**src/rtl/sar_clk_gen.sv**
```systemverilog
// Programmable comparator-clock generator for the time-domain SAR loop.
// Produces a bounded burst of clk_cmp periods plus a phase-delayed copy, then a done pulse.
module sar_clk_gen #(
    parameter int DIV_W = 8,
    parameter int CNT_W = 4
) (
    input  logic             clk,
    input  logic             rst,
    input  logic             en,
    input  logic             start,
    input  logic [DIV_W-1:0] div,
    input  logic [DIV_W-1:0] shift,
    input  logic [CNT_W-1:0] cycles,
    output logic             clk_cmp,
    output logic             clk_cmp_shifted,
    output logic [CNT_W-1:0] cyc_idx,
    output logic             busy,
    output logic             done
);

    typedef enum logic [1:0] {IDLE, RUN, DRAIN, DONE} state_t;

    state_t           state;
    logic [DIV_W-1:0] h_reg;
    logic [DIV_W:0]   s_reg;
    logic [CNT_W-1:0] last_reg;
    logic [DIV_W:0]   ph;
    logic             started;

    logic [DIV_W-1:0] h_in;
    logic [DIV_W:0]   s_in;
    logic [DIV_W:0]   in_period_m1;
    logic [DIV_W:0]   period;
    logic [DIV_W:0]   period_m1;
    logic             wrap;
    logic [DIV_W:0]   ph_next;
    logic [DIV_W:0]   sp_next;
    logic             started_next;
    logic             cmp_next;
    logic             sh_next;

    // The shifted phase wraps by adding (2H - S) instead of subtracting, so it never underflows.
    always_comb begin
        h_in         = (div == '0) ? DIV_W'(1) : div;
        in_period_m1 = {h_in, 1'b0} - (DIV_W+1)'(1);
        s_in         = ({1'b0, shift} > in_period_m1) ? in_period_m1 : {1'b0, shift};
        period       = {h_reg, 1'b0};
        period_m1    = period - (DIV_W+1)'(1);
        wrap         = (ph == period_m1);
        ph_next      = wrap ? '0 : ph + (DIV_W+1)'(1);
        sp_next      = (ph_next >= s_reg) ? (ph_next - s_reg) : (ph_next + (period - s_reg));
        started_next = started | (ph_next == s_reg);
        cmp_next     = (ph_next < {1'b0, h_reg});
        sh_next      = started_next & (sp_next < {1'b0, h_reg});
    end

    always_ff @(posedge clk) begin
        if (rst) begin
            state           <= IDLE;
            h_reg           <= '0;
            s_reg           <= '0;
            last_reg        <= '0;
            ph              <= '0;
            started         <= 1'b0;
            clk_cmp         <= 1'b0;
            clk_cmp_shifted <= 1'b0;
            cyc_idx         <= '0;
            busy            <= 1'b0;
            done            <= 1'b0;
        end else if (!en) begin
            state           <= IDLE;
            ph              <= '0;
            started         <= 1'b0;
            clk_cmp         <= 1'b0;
            clk_cmp_shifted <= 1'b0;
            cyc_idx         <= '0;
            busy            <= 1'b0;
            done            <= 1'b0;
        end else begin
            case (state)
                IDLE: begin
                    clk_cmp         <= 1'b0;
                    clk_cmp_shifted <= 1'b0;
                    cyc_idx         <= '0;
                    busy            <= 1'b0;
                    done            <= 1'b0;
                    if (start) begin
                        h_reg           <= h_in;
                        s_reg           <= s_in;
                        last_reg        <= cycles;
                        ph              <= '0;
                        started         <= (s_in == '0);
                        clk_cmp         <= 1'b1;
                        clk_cmp_shifted <= (s_in == '0);
                        busy            <= 1'b1;
                        state           <= RUN;
                    end
                end
                RUN: begin
                    // End of the final period wins over the cyc_idx increment.
                    if (wrap && (cyc_idx == last_reg)) begin
                        clk_cmp <= 1'b0;
                        ph      <= '0;
                        if (s_reg != '0) begin
                            started         <= started_next;
                            clk_cmp_shifted <= sh_next;
                            state           <= DRAIN;
                        end else begin
                            clk_cmp_shifted <= 1'b0;
                            busy            <= 1'b0;
                            done            <= 1'b1;
                            state           <= DONE;
                        end
                    end else begin
                        ph              <= ph_next;
                        started         <= started_next;
                        clk_cmp         <= cmp_next;
                        clk_cmp_shifted <= sh_next;
                        if (wrap) begin
                            cyc_idx <= cyc_idx + CNT_W'(1);
                        end
                    end
                end
                DRAIN: begin
                    clk_cmp <= 1'b0;
                    if (ph == s_reg - (DIV_W+1)'(1)) begin
                        clk_cmp_shifted <= 1'b0;
                        busy            <= 1'b0;
                        done            <= 1'b1;
                        state           <= DONE;
                    end else begin
                        ph              <= ph_next;
                        clk_cmp_shifted <= sh_next;
                    end
                end
                DONE: begin
                    clk_cmp         <= 1'b0;
                    clk_cmp_shifted <= 1'b0;
                    cyc_idx         <= '0;
                    busy            <= 1'b0;
                    done            <= 1'b0;
                    state           <= IDLE;
                end
                default: begin
                    state <= IDLE;
                end
            endcase
        end
    end

endmodule

```
**config.mk**
```make
export PLATFORM = sky130hd
export DESIGN_NAME = sar_clk_gen
export DESIGN_NICKNAME = d
export VERILOG_FILES = /design/src/rtl/sar_clk_gen.sv
export SDC_FILE = /design/constraint.sdc
export NUM_CORES = 1
export LEC_CHECK = 0
export BUFFER_PORTS_ARGS = -buffer_cell sky130_fd_sc_hd__buf_2
export CORE_ASPECT_RATIO = 1.1
export CORE_MARGIN = 5
export CORE_UTILIZATION = 40
export DETAILED_ROUTE_END_ITERATION = 8
export PLACE_DENSITY = 0.61
export SLEW_MARGIN = 20
export SYNTH_ARGS = -nofsm -noshare
export SYNTH_HDL_FRONTEND = slang
export SYNTH_SLANG_ARGS = --single-unit
```
**constraint.sdc**
```tcl
create_clock -name clk -period 5.45 [get_ports clk]
set_input_delay 0.2725 -clock clk [delete_from_list [all_inputs] [get_ports clk]]
set_output_delay 0.2725 -clock clk [all_outputs]
set_load 0.1 [all_outputs]
```
==> qor.txt <==
Largest stage delay, worst path -> 0.40 ns
vias in the first global route -> 3,920
wirelength, routed -> 11.7 mm
Syn Std Cell Area -> 4290 um2
fmax -> 183 MHz
Cell Pwr Density -> 214 nW/um2
Period Utilization, post-route -> 1.00
Compound-Gate Fraction of Synth Area -> 0.185
setup_tns -> -0.00287 ns
worst setup margin -> -0.00287 ns
sequential fraction of the synthesis area -> 0.192
failing checks -> negative setup slack
RSZ-0062 raised after global routing -> yes
Final nets -> 681
largest net degree at the start of global routing -> 26
post-synthesis cell count -> 537
post-route minimum period -> 5.45 ns
H-tree depth -> 2
initial antenna violation count -> 0
GR Util All Layers -> 0.184
simple-gate share of the synthesized area -> 0.223
flops & latches, synth -> 41
CTS sink cnt -> 41
die area -> 12,900 um2
syn_area_per_cell -> 7.98 um2
Mapped Nets -> 617
core area -> 10,400 um2
clock slew at reported path FFs -> 0.06 ns
Hold Path Class -> input pin to register
Die Y -> 119 um
dpl hpwl -> 9.22 mm
Final Hold Violating Endpoints -> 0
Worst path slowest cell -> or3b_1
Post-Place Cells -> 717
first-pass GRT wire length -> 19.3 mm
share of cells above drive strength 1 -> 0.216
critical path data required time -> 5.65 ns
status -> finished with violations
IO Port Bufs -> 31
critical path arrival -> 5.66 ns
Top delay family on crit path -> compound AO/OA/AOI/OAI gates
peak supply drop -> 0.122 mV
dpl ws -> -0.136 ns
Max-slew headroom -> 0.404
Clock Path Buffers -> 2
XOR/XNOR Fraction of Synth Area -> 0.110
Final Max Slew Viols -> 0
antenna diode count -> 0
Starting DRT DRC Count -> 238
Sequential Area -> 822 um2
area grow syn2layout -> 21.1%
combinational family with the most area after synthesis -> simple AND/OR/NAND/NOR gates
Post-synth EDFFs -> 0
total power draw -> 1.11 mW
Final GP Congestion -> 0.874
Synth Flop Type -> dfxtp_1
critical path class -> register to register
Skew-Pair Late Insertion Delay -> 0.29 ns
post-route ant nets -> 0
hold_buf cts -> 0
Fin Clk Skew -> 0.00733 ns
Non-Filler Instances -> 745
wire length per cell -> 15.7 um
Initial Util -> 0.410
CTS tree -> built
type of origin of the critical path -> register
Die Width -> 109 um
Synth Warn # -> 0
Async S/R FF share, synth -> 0
1st-pass router iterations -> 5
Rows -> 39
crit path buf inv count -> 4
post-synthesis mux area share -> 0.0432
Pleak -> 2.30 nW
critical path fanouts, max -> 8
crit-path most repeated cell -> o21a_1
clk root buf -> clkbuf_16
Max-Cap Viols -> 0
final-report setup violation count -> 1
fillers -> 1,008
Cell variety after synth -> 69
# DRC -> 0
routed vias -> 3,979
via/cell ratio -> 5.34
number of I/O pins -> 32
CP endpoint kind -> register
CTS Buf Count -> 5
area share of fa/ha/maj cells after synthesis -> 0.185
footprint of the multi-input gates -> 3310 um2
Least-Margin Pin Slew -> 0.895 ns
gr ovfl total -> 0
worst hold slack -> 0.222 ns
[worst paths after layout]
check	cells after the start	to	from	slack, ns
worst max-delay path	28	clk_cmp_shifted	h_reg[2]	-0.003
worst min-delay path	3	last_reg[0]	cycles[0]	0.22
worst max register to register	28	clk_cmp_shifted	h_reg[2]	-0.003
worst min register to register	2	last_reg[0]	last_reg[0]	0.47
[timing repair]
action / 4_1_cts / 5_1_grt
endpoints found under the hold margin: 0 / 0
resized for setup: 4 / 21
endpoints found under the setup margin: 1 / 1
setup buffers: 11 / 9
pin swaps: 2 / 15
[routing by layer]
layer / up-vias / part of all wire / global-route usage
met5: - / 0 / 0
met4: 0 / 0.030 / 0.0647
met3: 24 / 0.043 / 0.0245
met2: 93 / 0.48 / 0.311
met1: 1853 / 0.44 / 0.238
li1: 2009 / - / -
[cell families (layout without fill, tap and decap cells)]
logic type | Yosys count | after routing
adder cells (fa/ha/maj) | 58 | 58
XOR/XNOR | 53 | 53
flip-flops | 41 | 41
buffers and inverters | 68 | 133
AND/OR/NAND/NOR | 186 | 186
multiplexers | 18 | 18
AO/OA/AOI/OAI | 113 | 113
[placed cells by master, fill, tap and decap left out, types with 4 or more instances in the layout]
| cell type | n |
|---|---|
| ha_4 | 4 |
| o21ai_0 | 15 |
| a21o_1 | 11 |
| nor4_1 | 7 |
| a211oi_1 | 7 |
| buf_4 | 49 |
| and2_0 | 4 |
| ha_1 | 43 |
| a21oi_1 | 34 |
| dfxtp_1 | 40 |
| clkbuf_16 | 5 |
| nand3_1 | 12 |
| xor2_1 | 26 |
| inv_1 | 42 |
| nand4_1 | 7 |
| nand2b_1 | 5 |
| fa_1 | 9 |
| and3_1 | 6 |
| mux2i_1 | 17 |
| nor2_1 | 47 |
| nor3_1 | 13 |
| xnor2_1 | 26 |
| o21a_1 | 4 |
| buf_2 | 31 |
| or3_1 | 7 |
| nor2b_1 | 6 |
| or2_2 | 4 |
| nand2_1 | 43 |
[layout make-up]
cell class | count | area share
Clock buffer | 5 | 0.0241
Clock inverter | 3 | 0.00844
Inverter | 43 | 0.0316
Multi-Input combinational cell | 428 | 0.638
Sequential cell | 41 | 0.158
Tap cell | 143 | 0.0345
Timing Repair Buffer | 82 | 0.105
[worst reg2reg max path: cells and delay by family, from the launching register on]
family                     cells  cell delay, ns
muxes                          1            0.33
and+or+nand+nor                9            1.81
DFF                            1            0.32
adders and majority gates      2            0.46
AOI/OAI and AO/OA             12            1.98
buffers and inverters          4            0.49
[metrics by stage]
stage,utilization,cell area [um2]
5_1_grt,0.497,5190
6_report,0.497,5190
4_1_cts,0.482,5030
3_3_place_gp,0.457,4770
2_1_floorplan,-,4320
3_5_place_dp,0.457,4770
[synthesized netlist by cell type (all sizes together) (8+ instances only)]
master  number  area share
ha          47        0.14
nor2        50       0.046
xnor2       26       0.053
xor2        27       0.057
or3          8       0.013
a21oi       35       0.041
nor3        14       0.016
o21ai       24       0.034
fa           9       0.042
nand2       43       0.038
inv         43       0.038
a211oi      10       0.020
nand3       12       0.014
mux2i       17       0.040
a21o        11       0.019
clkbuf      21       0.018
dfxtp       41        0.19
[where the power goes]
| group | total, mW | internal [mW] | switching (mW) |
|---|---|---|---|
| Sequential | 0.326 | 0.311 | 0.0149 |
| Combinational | 0.441 | 0.202 | 0.239 |
| Clock | 0.343 | 0.217 | 0.126 |
| Total | 1.11 | 0.730 | 0.380 |
Power figures use the tool's default switching activity.
